--- config.mk ---
export PLATFORM = sky130hd
export DESIGN_NAME = alu_exec_sequencer
export DESIGN_NICKNAME = d
export VERILOG_FILES = /design/src/rtl/cpu_pkg.sv /design/src/rtl/alu_exec_sequencer_arb.sv /design/src/rtl/alu_exec_sequencer.sv
export SDC_FILE = /design/constraint.sdc
export NUM_CORES = 1
export LEC_CHECK = 0
export ABC_AREA = 1
export CORE_MARGIN = 3
export CORE_UTILIZATION = 30
export CTS_CLUSTER_SIZE = 30
export DETAILED_ROUTE_END_ITERATION = 10
export SLEW_MARGIN = 20
export SYNTH_ARGS = -nofsm -noshare
export SYNTH_HDL_FRONTEND = slang
export SYNTH_SLANG_ARGS = --single-unit
--- constraint.sdc ---
create_clock -name clk -period 2 [get_ports clk]
set_input_delay 0.6 -clock clk [delete_from_list [all_inputs] [get_ports clk]]
set_output_delay 0.6 -clock clk [all_outputs]
set_load 0.02 [all_outputs]
--- src/rtl/cpu_pkg.sv ---
// cpu_pkg: shared FSM encoding, opcode classes and execute-latency helper
package cpu_pkg;
  typedef enum logic [1:0] {IDLE = 2'd0, EXEC = 2'd1, CAPT = 2'd2, WB = 2'd3} state_t;
  localparam logic [3:0] OP_MUL = 4'hC;
  localparam logic [3:0] OP_DIV = 4'hD;
  function automatic int op_latency(input logic [31:0] op, input logic [31:0] op_mul,
                                    input logic [31:0] op_div, input int mul_cycles,
                                    input int div_cycles);
    return op == op_mul ? mul_cycles : op == op_div ? div_cycles : 1;
  endfunction
endpackage

--- src/rtl/alu_exec_sequencer_arb.sv ---
// rr_arbiter2: two-input round-robin arbiter, favours the requester that did not win last
module rr_arbiter2 (
  input  logic [1:0] valid,
  input  logic       last,
  input  logic       enable,
  output logic [1:0] grant
);
  assign grant[0] = enable && valid[0] && (!valid[1] || last);
  assign grant[1] = enable && valid[1] && (!valid[0] || !last);
endmodule

--- src/rtl/alu_exec_sequencer.sv ---
// alu_exec_sequencer: shares one multi-cycle ALU between two requesters, sequences exec/capture/writeback
module alu_exec_sequencer #(
  parameter int OPW = 4,
  parameter int RDW = 5,
  parameter int MUL_CYCLES = 4,
  parameter int DIV_CYCLES = 32,
  parameter logic [OPW-1:0] OP_MUL = OPW'(cpu_pkg::OP_MUL),
  parameter logic [OPW-1:0] OP_DIV = OPW'(cpu_pkg::OP_DIV)
) (
  input  logic           clk,
  input  logic           reset,
  input  logic           req0_valid,
  output logic           req0_ready,
  input  logic [OPW-1:0] req0_op,
  input  logic [RDW-1:0] req0_rd,
  input  logic           req1_valid,
  output logic           req1_ready,
  input  logic [OPW-1:0] req1_op,
  input  logic [RDW-1:0] req1_rd,
  input  logic           flush,
  output logic [OPW-1:0] alu_op,
  output logic           alu_start,
  output logic           alu_out_write,
  output logic           wb_valid,
  input  logic           wb_ready,
  output logic [RDW-1:0] wb_rd,
  output logic           wb_src,
  output logic           busy
);
  import cpu_pkg::*;
  localparam int MAXC = MUL_CYCLES > DIV_CYCLES ? MUL_CYCLES : DIV_CYCLES;
  localparam int CW = MAXC > 1 ? $clog2(MAXC) : 1;
  state_t state, next;
  logic [CW-1:0] cnt, acc_cnt, first_cnt;
  logic [OPW-1:0] op_q, acc_op;
  logic [RDW-1:0] rd_q;
  logic src_q, rr_last, acc;
  logic [1:0] grant;
  rr_arbiter2 u_arb (
    .valid  ({req1_valid, req0_valid}),
    .last   (rr_last),
    .enable (state == IDLE && !flush),
    .grant  (grant)
  );
  assign req0_ready = grant[0];
  assign req1_ready = grant[1];
  assign acc = |grant;
  assign acc_op = grant[1] ? req1_op : req0_op;
  assign acc_cnt = CW'(op_latency(32'(acc_op), 32'(OP_MUL), 32'(OP_DIV), MUL_CYCLES, DIV_CYCLES) - 1);
  // cnt still holds its load value only on the first EXEC cycle
  assign first_cnt = CW'(op_latency(32'(op_q), 32'(OP_MUL), 32'(OP_DIV), MUL_CYCLES, DIV_CYCLES) - 1);
  always_comb begin
    next = state;
    unique case (state)
      IDLE: next = acc ? EXEC : IDLE;
      EXEC: next = flush ? IDLE : cnt == '0 ? CAPT : EXEC;
      CAPT: next = flush ? IDLE : WB;
      WB:   next = flush || wb_ready ? IDLE : WB;
    endcase
  end
  always_ff @(posedge clk or negedge reset) begin
    if (!reset) begin
      state <= IDLE;
      cnt <= '0;
      op_q <= '0;
      rd_q <= '0;
      src_q <= 1'b0;
      rr_last <= 1'b1;
    end else begin
      state <= next;
      if (acc) begin
        op_q <= acc_op;
        rd_q <= grant[1] ? req1_rd : req0_rd;
        src_q <= grant[1];
        rr_last <= grant[1];
        cnt <= acc_cnt;
      end else if (state == EXEC && cnt != '0) begin
        cnt <= cnt - CW'(1);
      end
    end
  end
  assign alu_op = op_q;
  assign alu_start = state == EXEC && cnt == first_cnt;
  assign alu_out_write = state == CAPT && !flush;
  assign wb_valid = state == WB && !flush;
  assign wb_rd = rd_q;
  assign wb_src = src_q;
  assign busy = state != IDLE;
endmodule

# Word level (Yosys, flattened, before mapping)
# Cells that the tools add are included.
[word_totals] regBits=18 input_bits=24 output_inout_bits=16 word_cells=53
[op_classes] n_addsub=3 eq_ne=8 muxes=14 reduce_logical=22
[op_table] operator="two-way mux 5 bit" count=5
[op_table] operator="== test 4 bit (second input constant)" count=4
[op_table] operator="subtractor 5 x 1 -> 5 bit (second input constant)" count=3
[op_table] operator="logical AND 1 bit" count=9
[op_table] operator="two-way mux 2 bit" count=4
[op_table] operator="case mux 2 bit (4 select lines)" count=1
[op_table] operator="== test 5 bit" count=1
[op_table] operator="logical NOT 5 bit" count=1
[op_table] operator="nonzero test 5 bit" count=1
[op_table] operator="== test 2 bit (second input constant)" count=2
[op_table] operator="logical NOT 1 bit" count=4
[op_table] operator="two-way mux 4 bit" count=1
[op_table] operator="nonzero test 2 bit" count=2
[op_table] operator="logical OR 1 bit" count=3
[op_table] operator="two-way mux 1 bit" count=3
[op_table] operator="== test 2 x 1 -> 1 bit (second input constant)" count=1
[op_table] operator="logical NOT 2 bit" count=1
[op_table] operator="OR reduction 2 bit" count=1

# Longest topological paths before layout
[depth] word_depth=10 depth_mapped=15 depth_no_buf=15

# Hierarchy
# A second synthesis with hierarchy kept.
[hier_totals] hier_cells=149 area_unflattened_um2=1047.3
[by_module_without_submodules] module="alu_exec_sequencer" instances=1 cells_per_inst=144 area_each_um2=1026.0 seq_area_each_um2=451.7
[by_module_without_submodules] module="rr_arbiter2" instances=1 cells_per_inst=5 area_each_um2=21.3 seq_area_each_um2=0.0

# Worst setup path after synthesis
# OpenSTA, ideal clock, no wires.
[synth_timing] path_kind="register -> output" from="reg op_q[3] (netlist: alu_op[3])" to="out alu_start" t_arrival_ns=1.609 slack_ns=-0.209 path_stages_with_launch=9 path_buffers=0 path_cell_list="dfrtp_1 > inv_1 > nor2_1 > nand2_1 > nor2_1 > nand4_1 > o21ai_0 > inv_1 > nor4_1"
[synth_via] elab_chain_cells=6
[synth_rtl] item="from (decl)" line="alu_exec_sequencer.sv:35" source="logic [OPW-1:0] op_q, acc_op;"
[synth_rtl] item="from (signal assigned)" line="alu_exec_sequencer.sv:72" source="op_q <= acc_op;"
[synth_rtl] item="== test 4 bit" line="cpu_pkg.sv:9" source="return op == op_mul ? mul_cycles : op == op_div ? div_cycles : 1;"
[synth_rtl] item="two-way mux 1 bit" line="cpu_pkg.sv:9"
[synth_rtl] item="two-way mux 5 bit (*)" line="cpu_pkg.sv:9"
[synth_rtl] item="subtractor 5 x 1 -> 5 bit (*)" line="alu_exec_sequencer.sv:51" source="assign first_cnt = CW'(op_latency(32'(op_q), 32'(OP_MUL), 32'(OP_DIV), MUL_CYCLES, DIV_CYCLES) - 1);"
[synth_rtl] item="== test 5 bit (*)" line="alu_exec_sequencer.sv:83" source="assign alu_start = state == EXEC && cnt == first_cnt;"
[synth_rtl] item="logical AND 1 bit (*)" line="alu_exec_sequencer.sv:83"
[synth_rtl] item="to (decl)" line="alu_exec_sequencer.sv:22" source="output logic alu_start,"
# Mark *: on every way between the ends. The rest lies on a longest branch, timed or not.

# Final worst setup path
# Same ends and word-level chain as after synthesis.

==> flow_summary.json <==
{
  "status": "finished with violations",
  "violations": "setup timing",
  "min_period_ps": 2100,
  "htreeDepth": 1,
  "synth_top_family_by_area": "simple AND/OR/NAND/NOR gates",
  "holdWs_ps": 479,
  "synth-main-ff-cell": "dfrtp_1",
  "worst-path-max-fanout": 2,
  "totalWireLength_mm": 3.13,
  "avgSynthCellArea_um2": 7.64,
  "antenna_found_initial": 0,
  "start_util_pct": 32.2,
  "io_buffers": 39,
  "layout.nets": 246,
  "drc_errors": 0,
  "power_density_nw_per_um2": 1340,
  "grt_setup_unrepaired": "true",
  "multiInputGateArea_um2": 652,
  "die_h_um": 66.8,
  "ys_seq_area_share_pct": 40.8,
  "register_area_um2": 452,
  "design_power_total_mw": 2.57,
  "ys_top_cells_by_count": "nand2_1, dfrtp_1, inv_1, nor2_1, a21oi_1",
  "criticalPathCategory": "reg -> out",
  "relSlewSlack_pct": 83.6,
  "numClockSinks": 18,
  "ant_nets": 0,
  "final-hold-violation-count": 0,
  "synth_xor_area_share_pct": 0,
  "synth_mux_area_share_pct": 0,
  "async_reset_ff_share_pct": 100,
  "max_slew.worst_pin.slew_ps": 246,
  "syn_inst": 145,
  "ios": 40,
  "synth-edff-count": 0,
  "fmax_mhz": 476,
  "dp.cells": 260,
  "hold_buffers": 0,
  "synth_top_cell_by_area": "dfrtp_1",
  "synth_most_common_cell": "nand2_1",
  "clockBufferDepth": 2,
  "end_kind": "output pin",
  "wl_per_cell_um": 11.8,
  "cts_made_buffers": 3,
  "post_layout_nonfiller_instances": 266,
  "grt_pass1_wl_mm": 5.16,
  "setup_viol": 1,
  "leakagePower_nw": 0.925,
  "ff2ff_setup_slack_ps": 120,
  "grt_pass1_vias": 1251,
  "syn_to_final_growth_pct": 73.4,
  "grt_max_degree": 19,
  "required_ps": 1400,
  "fillerInstances": 323,
  "yosys_register_bits": 18,
  "drive_above_1_share_pct": 35.0,
  "cts_tree": "built",
  "clk_pin_slew_ps": 60,
  "grt_usage_pct": 15.0,
  "placementRows": 21,
  "synthAdderAreaFrac_pct": 1.13,
  "arrival_ps": 1500,
  "hp-class": "reg -> reg",
  "synth-simple-area-share_pct": 36.7,
  "r2r-start": "state[1]",
  "ys_top_cells_by_area": "dfrtp_1, nand2_1, a21oi_1",
  "critPathLaunch": "alu_op[3]",
  "ys.warnings.count": 0,
  "fin_util_pct": 55.8,
  "fin_skew_ps": 7.22,
  "min_from": "wb_src",
  "first_pass_iters": 4,
  "die-width_um": 66.8,
  "gp_congestion": 0.720,
  "r2r_cells": 13,
  "num_vias": 1225,
  "hold_depth": 2,
  "synth_compound_area_share_pct": 13.6,
  "drv_cap": 0,
  "drtIter0Drc": 25,
  "root_buffer": "clkbuf_8",
  "ir_worst_vdd_uv": 589,
  "post-dp-hpwl_mm": 2.52,
  "coreArea_um2": 3440,
  "netlist_area_um2": 1110,
  "die-area_um2": 4460,
  "cp-start-kind": "flop",
  "grt_overflow_total": 0,
  "clk_latency_ps": 250,
  "synth_nets": 170,
  "drv_slew": 0,
  "n_antenna_cell": 0,
  "fin_ws_ps": -100,
  "fin_crit_sh_pct": 105,
  "viasPerCell": 4.61,
  "synth_top_area_share_pct": 38.4,
  "synthDistinctLibCells": 27
}
-- area by class of cell --
type | count | area share [%]
Multi-Input combinational cell | 107 | 33.9
Timing Repair Buffer | 73 | 33.6
Sequential cell | 18 | 23.5
Inverter | 18 | 3.65
Tap cell | 46 | 3.00
Clock buffer | 4 | 2.35
-- metal layers --
metal | part of all wire, % | track usage [%] | vias to the layer above
met3 | 6.0 | 2.70 | 0
met5 | 0 | 0 | -
met1 | 43 | 17.5 | 574
li1 | - | - | 619
met2 | 51 | 27.8 | 32
met4 | 0 | 4.06 | 0
-- power by group --
part / internal, mW / switching (mW)
registers: 0.543 / 0.113
clock network: 0.141 / 0.117
logic: 0.803 / 0.849
total: 1.49 / 1.08
-- cells in the final DEF (no fill, tap or decap), types with 2 or more instances in the layout --
| cell | instances |
|---|---|
| clkdlybuf4s50_1 | 30 |
| nand2_2 | 9 |
| nand2_4 | 6 |
| nand3_1 | 6 |
| clkbuf_8 | 3 |
| inv_1 | 14 |
| nand2_1 | 30 |
| clkdlybuf4s15_1 | 3 |
| nor2_4 | 4 |
| o21ai_0 | 5 |
| nor3_1 | 2 |
| nor2_1 | 13 |
| dfrtp_1 | 17 |
| a21oi_1 | 13 |
| inv_2 | 3 |
| buf_6 | 5 |
| buf_4 | 30 |
| nor2_2 | 4 |
| o21ai_2 | 2 |
| buf_2 | 2 |
| nand4_1 | 2 |
-- stage by stage --
step                      instance area (um2)  setup TNS (ps)  worst slack [ps]
after floorplan                          1110               0              19.3
after global placement                   1780           -7600              -569
after detailed placement                 1780           -8450              -608
after CTS                                1860            -150              -150
after global routing                     1920            -302              -258
final                                    1920            -100              -100
-- critical path, cell delays in order (launching register included) --
cell and delay [ps]:
dfrtp_1 350, inv_1 50, nor2_2 140, nand2_2 70
nor2_2 100, nand4_1 80, o21ai_0 80, inv_1 60
nor4_2 140, buf_4 180
-- registers in the layout, summed over array words and instances, names as in the netlist --
register,flops
alu_op,4
wb_src,1
state,2
cnt,5
rr_last,1
wb_rd,5
-- final timing paths --
path                              to
min in group asynchronous     wb_src
max in group asynchronous    rr_last
setup / recovery           alu_start
hold reg to reg               wb_src
hold / removal                wb_src
setup reg to reg              cnt[4]
-- timing repair --
action                     CTS  global route
gates resized for setup     36            16
buffers inserted             1             1
setup endpoints to repair   17             6
pin swaps                    8            14
-- cell families (layout without fill, tap and decap cells) --
group                      count (synthesis)  after routing
AOI/OAI and AO/OA                         27             27
buffers and inverters                     20             95
DFF                                       18             18
adders and majority gates                  1              1
and+or+nand+nor                           79             79
Note: power is estimated with default switching activity, not from simulation.
